**config.mk**
```make
export PLATFORM = sky130hd
export DESIGN_NAME = aliens_io_responder
export DESIGN_NICKNAME = d
export VERILOG_FILES = /design/src/rtl/aliens_io_pkg.sv /design/src/rtl/aliens_pulse_stretch.sv /design/src/rtl/aliens_io_responder.sv
export SDC_FILE = /design/constraint.sdc
export NUM_CORES = 1
export LEC_CHECK = 0
export ABC_AREA = 1
export ABC_CLOCK_PERIOD_IN_PS = 2390
export BUFFER_PORTS_ARGS = -buffer_cell sky130_fd_sc_hd__buf_2
export CAP_MARGIN = 20
export CORE_AREA = 5 5 86 88
export DETAILED_ROUTE_END_ITERATION = 7
export DIE_AREA = 0 0 91 93
export PLACE_DENSITY = 0.81
export SYNTH_ARGS = -nofsm -noshare
export SYNTH_HDL_FRONTEND = slang
export SYNTH_SLANG_ARGS = --single-unit
```
**constraint.sdc**
```tcl
create_clock -name clk -period 2.39 [get_ports clk]
set_input_delay 0.1195 -clock clk [delete_from_list [all_inputs] [get_ports clk]]
set_output_delay 0.1195 -clock clk [all_outputs]
set_load 0.02 [all_outputs]
```
**src/rtl/aliens_io_pkg.sv**
```systemverilog
// Shared register map and control-bit layout for the 0x5F80-0x5F9F I/O window.
package aliens_io_pkg;

  localparam logic [4:0] IO_DSW3 = 5'h00;
  localparam logic [4:0] IO_IN1  = 5'h01;
  localparam logic [4:0] IO_IN2  = 5'h02;
  localparam logic [4:0] IO_DSW2 = 5'h03;
  localparam logic [4:0] IO_DSW1 = 5'h04;
  localparam logic [4:0] IO_CTRL = 5'h08;
  localparam logic [4:0] IO_SND  = 5'h0C;

  localparam int CTRL_COIN1 = 0;
  localparam int CTRL_COIN2 = 1;
  localparam int CTRL_WOCO  = 5;
  localparam int CTRL_RMRD  = 6;
  localparam int CTRL_INIT  = 7;

  // Write decode only looks at the 4-byte bank, so mirrors hit the same register.
  function automatic logic in_bank(input logic [4:0] a, input logic [4:0] base);
    return a[4:2] == base[4:2];
  endfunction

endpackage

```
**src/rtl/aliens_pulse_stretch.sv**
```systemverilog
// Rising edge on trig starts (or restarts) a pulse exactly LEN cycles long.
module aliens_pulse_stretch #(
  parameter int LEN = 16
) (
  input  logic clk,
  input  logic reset,
  input  logic trig,
  output logic pulse
);

  localparam int CW = (LEN > 2) ? $clog2(LEN) : 1;

  logic          trig_q;
  logic          rise;
  logic [CW-1:0] cnt;

  assign rise  = trig & ~trig_q;
  // The edge cycle itself is the first pulse cycle, so the counter covers LEN-1.
  assign pulse = rise | (cnt != '0);

  // NOTE: sequential state uses non-blocking assignments so every flop samples pre-edge values.
  always_ff @(posedge clk or posedge reset) begin
    if (reset) begin
      trig_q <= 1'b0;
      cnt    <= '0;
    end else begin
      trig_q <= trig;
      if (rise)
        cnt <= CW'(LEN - 1);
      else if (cnt != '0)
        cnt <= cnt - CW'(1);
    end
  end

endmodule

```
**src/rtl/aliens_io_responder.sv**
```systemverilog
// Target-side I/O responder: input/DIP reads, watchdog kick, control register,
// sound latch with IRQ handshake, stretched coin counter drives.
module aliens_io_responder
  import aliens_io_pkg::*;
#(
  parameter int WDT_FRAMES = 8,
  parameter int WDT_PULSE  = 16,
  parameter int COIN_MIN   = 1024
) (
  input  logic       clk,
  input  logic       reset,
  input  logic       iocs_n,
  input  logic       rw,
  input  logic [4:0] addr,
  input  logic [7:0] din,
  output logic [7:0] dout,
  output logic       dout_oe,
  input  logic [7:0] dsw1,
  input  logic [7:0] dsw2,
  input  logic [7:0] dsw3,
  input  logic [7:0] in1,
  input  logic [7:0] in2,
  input  logic       vblank,
  input  logic       snd_iack,
  output logic [7:0] snd_data,
  output logic       snd_irq,
  output logic       coin1,
  output logic       coin2,
  output logic       woco,
  output logic       rmrd,
  output logic       init,
  output logic       wdt_rst
);

  localparam int WW = $clog2(WDT_FRAMES + 1);

  logic          iocs_q;
  logic          start;
  logic          rd_start;
  logic          wr_start;
  logic          kick;
  logic [7:0]    rd_data;
  logic          coin1_req;
  logic          coin2_req;
  logic          vb_s1;
  logic          vb_s2;
  logic          vb_rise;
  logic [WW-1:0] wdt_cnt;
  logic          wdt_fire;
  logic          wdt_rst_q;
  logic          wdt_done;

  // iocs_q resets to 0, so a select still low when reset releases is not a start.
  assign start    = ~iocs_n & iocs_q;
  assign rd_start = start & rw;
  assign wr_start = start & ~rw;
  assign kick     = rd_start & (addr == IO_CTRL);

  // NOTE: give every always_comb output a default first so no path infers a latch.
  always_comb begin
    rd_data = 8'hFF;
    case (addr)
      IO_DSW3: rd_data = dsw3;
      IO_IN1:  rd_data = in1;
      IO_IN2:  rd_data = in2;
      IO_DSW2: rd_data = dsw2;
      IO_DSW1: rd_data = dsw1;
      default: rd_data = 8'hFF;
    endcase
  end

  always_ff @(posedge clk or posedge reset) begin
    if (reset) begin
      iocs_q  <= 1'b0;
      dout    <= 8'hFF;
      dout_oe <= 1'b0;
    end else begin
      iocs_q <= iocs_n;
      if (start) begin
        dout    <= rd_start ? rd_data : 8'hFF;
        dout_oe <= rw;
      end else if (iocs_n) begin
        dout    <= 8'hFF;
        dout_oe <= 1'b0;
      end
    end
  end

  // Control bits 2-4 have no consumer anywhere, so only the live bits are kept.
  always_ff @(posedge clk or posedge reset) begin
    if (reset) begin
      coin1_req <= 1'b0;
      coin2_req <= 1'b0;
      woco      <= 1'b0;
      rmrd      <= 1'b0;
      init      <= 1'b0;
    end else if (wr_start && in_bank(addr, IO_CTRL)) begin
      coin1_req <= din[CTRL_COIN1];
      coin2_req <= din[CTRL_COIN2];
      woco      <= din[CTRL_WOCO];
      rmrd      <= din[CTRL_RMRD];
      init      <= din[CTRL_INIT];
    end
  end

  // A write in the same cycle as the acknowledge wins: the new command must be seen.
  always_ff @(posedge clk or posedge reset) begin
    if (reset) begin
      snd_data <= 8'h00;
      snd_irq  <= 1'b0;
    end else if (wr_start && in_bank(addr, IO_SND)) begin
      snd_data <= din;
      snd_irq  <= 1'b1;
    end else if (snd_iack) begin
      snd_irq <= 1'b0;
    end
  end

  logic coin1_hold;
  logic coin2_hold;

  aliens_pulse_stretch #(.LEN(COIN_MIN)) u_coin1 (
    .clk   (clk),
    .reset (reset),
    .trig  (coin1_req),
    .pulse (coin1_hold)
  );

  aliens_pulse_stretch #(.LEN(COIN_MIN)) u_coin2 (
    .clk   (clk),
    .reset (reset),
    .trig  (coin2_req),
    .pulse (coin2_hold)
  );

  assign coin1 = coin1_req | coin1_hold;
  assign coin2 = coin2_req | coin2_hold;

  assign vb_rise  = vb_s1 & ~vb_s2;
  assign wdt_fire = (wdt_cnt == WW'(WDT_FRAMES));
  assign wdt_done = wdt_rst_q & ~wdt_rst;

  // Counter holds at WDT_FRAMES through the reset pulse and clears once it ends.
  always_ff @(posedge clk or posedge reset) begin
    if (reset) begin
      vb_s1     <= 1'b0;
      vb_s2     <= 1'b0;
      wdt_cnt   <= '0;
      wdt_rst_q <= 1'b0;
    end else begin
      vb_s1     <= vblank;
      vb_s2     <= vb_s1;
      wdt_rst_q <= wdt_rst;
      if (kick || wdt_done)
        wdt_cnt <= '0;
      else if (vb_rise && !wdt_fire)
        wdt_cnt <= wdt_cnt + WW'(1);
    end
  end

  aliens_pulse_stretch #(.LEN(WDT_PULSE)) u_wdt (
    .clk   (clk),
    .reset (reset),
    .trig  (wdt_fire),
    .pulse (wdt_rst)
  );

endmodule

```
==> run_results.csv, run 1 <==
group,metric,value,unit
timing,holdWs,-0.01338,ns
global_route,antenna_found_initial,0,
floorplan,placementRows,30,
cts,cts_root_buffer,"clkbuf_8",
job,cap_violations,0,
cts,h-tree-depth,3,
cts,clk_pin_slew_worst_paths,0.07,ns
timing,rsz0062_at_grt,"no",
routing,vias,3009,
routing,wl_per_cell,12.46,um
cts,cts.repair.resized,0,
placement,portBuffers,82,
placement,placed_area,0.003674,sq mm
setup_path,cp-start-kind,"flop",
setup_path,startpoint,"wdt_cnt[0]",
global_route,grt_pass1_vias,3031,
cts,cts_tree,"yes",
timing,fin_crit,1.915,ns
routing,routed_wl,7.425,mm
final_layout,drive_gt1_frac,0.2442,
routing,drt-initial-drc-count,111,
global_route,grt_max_degree,59,
run_status,status,"complete, but fails checks",
power_and_ir_drop,vdd_ir_drop_max,0.5233,mV
setup_path,r2r_cells,7,
routing,drc,0,
final_layout,finalNetCount,578,
routing,antenna_left,0,
placement,gp_congestion,0.8773,
placement,post-place-ws,0.7840,ns
yosys,yosysUniqueCellTypes,33,
setup_path,reg2reg_to,"u_coin1.cnt[1]",
global_route,grt_pass1_wl,12.92,mm
yosys,syn_nets,485,
yosys,netlist_area,0.003188,sq mm
timing,finalHoldViolCount,36,
timing,fmax,0.5223,GHz
setup_path,r2r-start,"u_coin1.cnt[0]",
placement,dp_hpwl,5.794,mm
setup_path,arrival,1.80,ns
yosys,synthCells,418,
yosys,avgSynthCellArea,7.627,sq um
setup_path,crit_required,2.27,ns
routing,drt-vias-per-instance,5.049,
floorplan,core-area,0.006569,sq mm
global_route,track_usage,0.1859,
timing,setup_tns,0,ns
global_route,overflow,0,
final_layout,syn_to_final_growth,21.55,%
timing,finClkSkew,0.008653,ns
timing,fin_ws,0.4753,ns
timing,slew_headroom,0.5196,
power_and_ir_drop,p_leak,2.069,nW
timing,worst_slew_pin_slew,0.7207,ns
timing,setup_viol,0,
yosys,yosys_warnings,0,
floorplan,die-area,0.008463,sq mm
setup_path,r2r_setup_slack,0.73,ns
floorplan,die_y,93,um
routing,drt-pass1-iter-count,4,
hold_path,hold_path_class,"in -> async",
setup_path,critPathKind,"reg -> out",
final_layout,fin_area,0.003875,sq mm
timing,slew_violations,0,
final_layout,diodes,0,
floorplan,die_w,91,um
timing,min_period_over_period,0.8011,
power_and_ir_drop,power_density,788.5,mW/mm^2
floorplan,initial_core_util,0.4853,
cts,cts_buffers,9,
yosys,synth_seq_area_share,0.4584,
floorplan,ioPinCount,83,
cts,worstSkewPairLatency,0.33,ns
yosys,ys_ff_latch,58,
setup_path,crit_path_max_fanout,6,
cts,cts_max_path_buffers,2,
run_status,violations,"hold timing",
cts,cts.sinks,58,
setup_path,crit_path_end_kind,"primary output",
[registers in the layout, indices dropped and copies added, names as in the netlist, 4 cells and up]
| name | count |
|---|---|
| u_coin1.cnt | 10 |
| u_coin2.cnt | 10 |
| dout | 8 |
| snd_data | 8 |
| u_wdt.cnt | 4 |
| wdt_cnt | 4 |
[cells in the mapped netlist, drive strengths merged]
cell type	number	area, sq um
a21oi	14	70.07
a31oi	1	6.260
buf	5	40.04
clkinv	2	7.510
dfrtp	50	1251
dfstp	8	210.2
ha	8	100.1
inv	64	240.2
nand2	98	377.9
nand3	41	210.2
nand4	22	137.6
nor2	59	249.0
nor3	7	51.30
nor3b	1	7.510
o211ai	3	22.52
o21ai	25	128.9
o22ai	1	6.260
o31ai	2	15.01
or2	2	12.52
xnor2	3	26.28
xor2	2	17.52
[report_power, final]
| part | internal (mW) | switching, mW |
|---|---|---|
| combinational | 0.351 | 0.577 |
| sequential | 1.20 | 0.147 |
| clock | 0.377 | 0.399 |
[critical path, stage by stage (launching register included)]
cell	delay, ns
dfrtp_1	0.42
inv_1	0.09
ha_1	0.16
nand3_1	0.15
or2_1	0.33
nand2_1	0.14
buf_2	0.18
[timing repair]
item                                    4_1_cts  5_1_grt
hold endpoints to repair                      3        0
endpoints found under the setup margin        0        0
hold buffers                                  3        0
setup buffers                                 0        0
[final cells by class]
| class | instances | area [sq um] |
|---|---|---|
| clock buffer | 10 | 127.6 |
| sequential | 58 | 1461 |
| timing repair buffer | 87 | 455.4 |
| inverter | 66 | 247.7 |
| multi-input combinational | 289 | 1439 |
| clock inverter | 6 | 43.79 |
| tap | 80 | 100.1 |
| fill | 589 | 2694 |
[per-layer routing]
| layer | global-route usage | vias to the layer above | wire, um |
|---|---|---|---|
| li1 | - | 1539 | - |
| met1 | 0.2132 | 1362 | 3047 |
| met2 | 0.3227 | 98 | 3679 |
| met3 | 0.06356 | 10 | 590 |
| met4 | 0.06479 | 0 | 107 |
| met5 | 0 | - | 0 |
[logic make-up after synthesis]
| group | Yosys count | share of synthesized area |
|---|---|---|
| AND/OR/NAND/NOR | 230 | 0.3281 |
| buffers and inverters | 71 | 0.09027 |
| flip-flops | 58 | 0.4584 |
| AO/OA/AOI/OAI | 46 | 0.07810 |
| adder cells (fa/ha/maj) | 8 | 0.03140 |
| XOR/XNOR | 5 | 0.01374 |
[through the flow]
step | power [mW] | cells | hold WS [ns] | utilization
4_1_cts | 3.083 | 596 | 0.001155 | 0.5899
6_report | 3.055 | 596 | -0.01338 | 0.5899
5_1_grt | 3.309 | 596 | 0.002256 | 0.5899
2_1_floorplan | 2.023 | 418 | 0.1509 | -
3_3_place_gp | 2.236 | 577 | 0.2295 | 0.5592
3_5_place_dp | 2.292 | 577 | 0.2321 | 0.5592
[placed cells by master (no fill, tap or decap), drive strengths merged]
cell type / Yosys / routed
nand2: 98 / 98
buf: 5 / 84
inv: 64 / 64
nor2: 59 / 59
dfrtp: 50 / 50
nand3: 41 / 41
o21ai: 25 / 25
nand4: 22 / 22
a21oi: 14 / 14
clkbuf: 0 / 10
ha: 8 / 8
dfstp: 8 / 8
nor3: 7 / 7
clkinv: 2 / 7
xnor2: 3 / 3
o211ai: 3 / 3
dlygate4sd3: 0 / 3
o31ai: 2 / 2
xor2: 2 / 2
or2: 2 / 2
nor3b: 1 / 1
o22ai: 1 / 1
a31oi: 1 / 1
clkinvlp: 0 / 1
[worst max-delay path by stage]
stage	slack, ns	end
finish	0.48	wdt_rst
global route	0.37	wdt_rst
CTS	0.44	wdt_rst
detailed placement	0.78	u_coin1.cnt[1]
global placement	0.86	u_coin1.cnt[1]
floorplan	0.86	coin1_req
Power figures use the tool's default switching activity.
==> run 2, diff against run 1 <==
--- a/config.mk
+++ b/config.mk
@@ -5,14 +5,14 @@
 export SDC_FILE = /design/constraint.sdc
 export NUM_CORES = 1
 export LEC_CHECK = 0
-export ABC_AREA = 1
-export ABC_CLOCK_PERIOD_IN_PS = 2390
+export ABC_AREA = 0
+export ABC_CLOCK_PERIOD_IN_PS = 1820
 export BUFFER_PORTS_ARGS = -buffer_cell sky130_fd_sc_hd__buf_2
 export CAP_MARGIN = 20
-export CORE_AREA = 5 5 86 88
+export CORE_AREA = 5 5 83 85
 export DETAILED_ROUTE_END_ITERATION = 7
-export DIE_AREA = 0 0 91 93
-export PLACE_DENSITY = 0.81
+export DIE_AREA = 0 0 88 90
+export PLACE_DENSITY = 0.82
 export SYNTH_ARGS = -nofsm -noshare
 export SYNTH_HDL_FRONTEND = slang
 export SYNTH_SLANG_ARGS = --single-unit
==> constraint.sdc (replaced) <==
create_clock -name clk -period 1.82 [get_ports clk]
set_input_delay 0.091 -clock clk [delete_from_list [all_inputs] [get_ports clk]]
set_output_delay 0.091 -clock clk [all_outputs]
set_load 0.02 [all_outputs]
==> run 2 against run 1 <==
The flow finishes with violations (setup timing). Via count is 13% lower. Cell count is 19% lower. Non-clock buffer count is 34 higher. Area after synthesis is 7.2% lower. Cell area is 5.7% higher. Synthesized cell count is 34% lower. First-iteration DRC count is 13% higher. Clock skew is 0.0070 ns higher. Flip-flop and latch count stayed put. Core utilization is 7.8 points higher. Total power is 53% higher. Worst hold slack better by 0.045 ns. Critical path type unchanged. Highest routed layer unchanged.
==> run_results.csv, run 2 <==
group,metric,value,unit
final_layout,seqCellArea,0.001464,sq mm
yosys,synthCells,276,
setup_path,r2r_setup_slack,0,ns
final_layout,multi_input_area,0.001500,sq mm
setup_path,crit_path_end_kind,"primary output",
final_layout,syn_to_final_growth,38.39,%
final_layout,finalNetCount,466,
final_layout,mostFrequentLayoutCell,"buf_2",
placement,portBuffers,82,
placement,dp.cells,440,
yosys,syn_nets,343,
cts,cts.sinks,58,
yosys,synth_top_area_frac,0.4228,
floorplan,die_w,88,um
yosys,synth_seq_area_share,0.4939,
floorplan,core-area,0.006132,sq mm
routing,drt-pass1-iter-count,6,
run_status,status,"complete, but fails checks",
setup_path,slowest_delay,0.39,ns
routing,routed_wl,7.718,mm
global_route,grt_max_degree,39,
cts,clk_pin_slew_worst_paths,0.07,ns
routing,antenna_left,0,
timing,setup_viol,1,
cts,cts_root_buffer,"clkbuf_8",
floorplan,ioPinCount,83,
timing,rsz0062_at_grt,"yes",
yosys,synth_ff_type,"dfrtp_1",
timing,finalHoldViolCount,0,
timing,finClkSkew,0.01565,ns
final_layout,final-instance-count-excl-fill,481,
cts,cts_max_path_buffers,2,
job,cap_violations,0,
power_and_ir_drop,vdd_ir_drop_max,0.8175,mV
yosys,synth_edf_count,0,
timing,fin_crit,1.883,ns
yosys,ys_ff_latch,58,
power_and_ir_drop,p_leak,1.873,nW
setup_path,crit_path_max_fanout,2,
timing,fin_ws,-0.06251,ns
cts,cts_tree,"yes",
setup_path,crit_required,1.73,ns
yosys,yosysTopAreaCell,"dfrtp_1",
cts,worstSkewPairLatency,0.36,ns
routing,drt-vias-per-instance,5.462,
routing,wl_per_cell,16.05,um
timing,slew_headroom,0.6798,
yosys,yosysUniqueCellTypes,52,
placement,dp_hpwl,5.001,mm
yosys,avgSynthCellArea,10.72,sq um
setup_path,r2r_cells,6,
placement,gp_congestion,0.8272,
power_and_ir_drop,p_total,4.664,mW
run_status,violations,"setup timing",
setup_path,cp-start-kind,"flop",
setup_path,r2r-start,"u_coin2.cnt[0]",
routing,drc,0,
setup_path,critPathSlowestCell,"dfrtp_1",
setup_path,critPathKind,"reg -> out",
floorplan,die-area,0.007920,sq mm
final_layout,layout_common_cells,"buf_2, dfrtp_1, buf_4",
yosys,post-synth-top-count-cell,"dfrtp_1",
power_and_ir_drop,power_density,1139,mW/mm^2
timing,holdWs,0.03207,ns
routing,drt-initial-drc-count,125,
global_route,overflow,0,
floorplan,placementRows,29,
setup_path,reg2reg_to,"u_coin2.cnt[5]",
floorplan,die_y,90,um
hold_path,hold_path_class,"in -> reg",
placement,placed_area,0.003540,sq mm
yosys,yosys_warnings,0,
yosys,synth_area_leaders,"dfrtp_1, dfstp_2, mux2i_1",
cts,h-tree-depth,3,
timing,worst_slew_pin_slew,0.4803,ns
yosys,netlist_area,0.002959,sq mm
global_route,grt_pass1_wl,12.10,mm
final_layout,drive_gt1_frac,0.4282,
yosys,ys_top_cells_by_count,"dfrtp_1, nor2_1, mux2i_1, nand2_1, nand3_1",
timing,min_period_over_period,1.034,
setup_path,arrival,1.79,ns
yosys,synth-async-reset-ratio,1.000,
final_layout,diodes,0,
final_layout,utilization,0.6678,
placement,post-place-ws,-0.0002590,ns
timing,slew_violations,0,
timing,setup_tns,-0.06251,ns
setup_path,endpoint,"coin2",
setup_path,startpoint,"u_coin2.cnt[1]",
floorplan,initial_core_util,0.4826,
timing,fmax,0.5312,GHz
setup_path,path_cells,"inv_2, ha_4, nor4b_4, and4b_2, or2b_1, buf_6",
global_route,track_usage,0.1935,
global_route,antenna_found_initial,0,
final_layout,top_regs,"u_coin1.cnt (10), u_coin2.cnt (10)",
routing,vias,2627,
global_route,grt_pass1_vias,2607,
final_layout,fill_cells,436,
final_layout,fin_area,0.004095,sq mm
cts,cts_buffers,9,
## run 2: changes by cell type after synthesis, moves of 7 or more
cell | previous run | this run
a21oi_1 | 14 | 7
inv_1 | 62 | 14
mux2_2 | 0 | 13
mux2i_1 | 0 | 19
nand2_1 | 94 | 16
nand3_1 | 40 | 16
nand4_1 | 22 | 2
nor2_1 | 52 | 20
o21ai_1 | 10 | 0
## run 2: worst min-delay path by stage
stage	cells after the start	to	startpoint	slack (ns)
4_1_cts	3	dout[7]	dsw1[7]	0.02
3_5_place_dp	2	init	reset	0.13
5_1_grt	3	dout[7]	dsw1[7]	0.04
2_1_floorplan	0	iocs_q	iocs_n	0.12
3_3_place_gp	2	u_coin2.cnt[8]	reset	0.12
6_report	3	dout[7]	dsw1[7]	0.03
## run 2: critical path: cells and delay by family (launching register included)
kind / cells / cell delay, ns
and+or+nand+nor: 3 / 0.71
DFF: 1 / 0.39
buffers and inverters: 2 / 0.21
adders and majority gates: 1 / 0.13
## run 2: where the power goes
part / switching (mW) / internal [mW] / total, mW / leakage, nW
Combinational: 0.725 / 0.715 / 1.44 / 1.11
Clock: 0.582 / 0.782 / 1.36 / 0.106
Sequential: 0.275 / 1.59 / 1.86 / 0.654
## run 2: cell type report
type | count | area share
multi-input combinational | 195 | 0.3663
clock buffer | 9 | 0.03025
inverter | 14 | 0.01283
tap | 77 | 0.02353
sequential | 58 | 0.3575
clock inverter | 7 | 0.02475
timing repair buffer | 121 | 0.1848
## run 2: metal layers
metal | up-vias | GRT usage | part of all wire
met5 | - | 0 | 0
met4 | 0 | 0.08184 | 0.019
met3 | 12 | 0.06490 | 0.093
met2 | 98 | 0.3178 | 0.50
met1 | 1255 | 0.2277 | 0.39
li1 | 1262 | - | -
## run 2: timing repair
action,in CTS,in global routing
hold endpoints to repair,35,0
hold buffers,12,0
pin swaps,3,5
gates resized for setup,20,10
setup buffers,9,5
endpoints found under the setup margin,5,7
cloned,0,0
## run 2: cells by family after synthesis
| family | Yosys count | synth area share |
|---|---|---|
| buffers and inverters | 23 | 0.03256 |
| flip-flops | 58 | 0.4939 |
| AND/OR/NAND/NOR | 98 | 0.1865 |
| AO/OA/AOI/OAI | 46 | 0.1070 |
| multiplexers | 32 | 0.1137 |
| adder cells (fa/ha/maj) | 8 | 0.03383 |
| XOR/XNOR | 11 | 0.03256 |
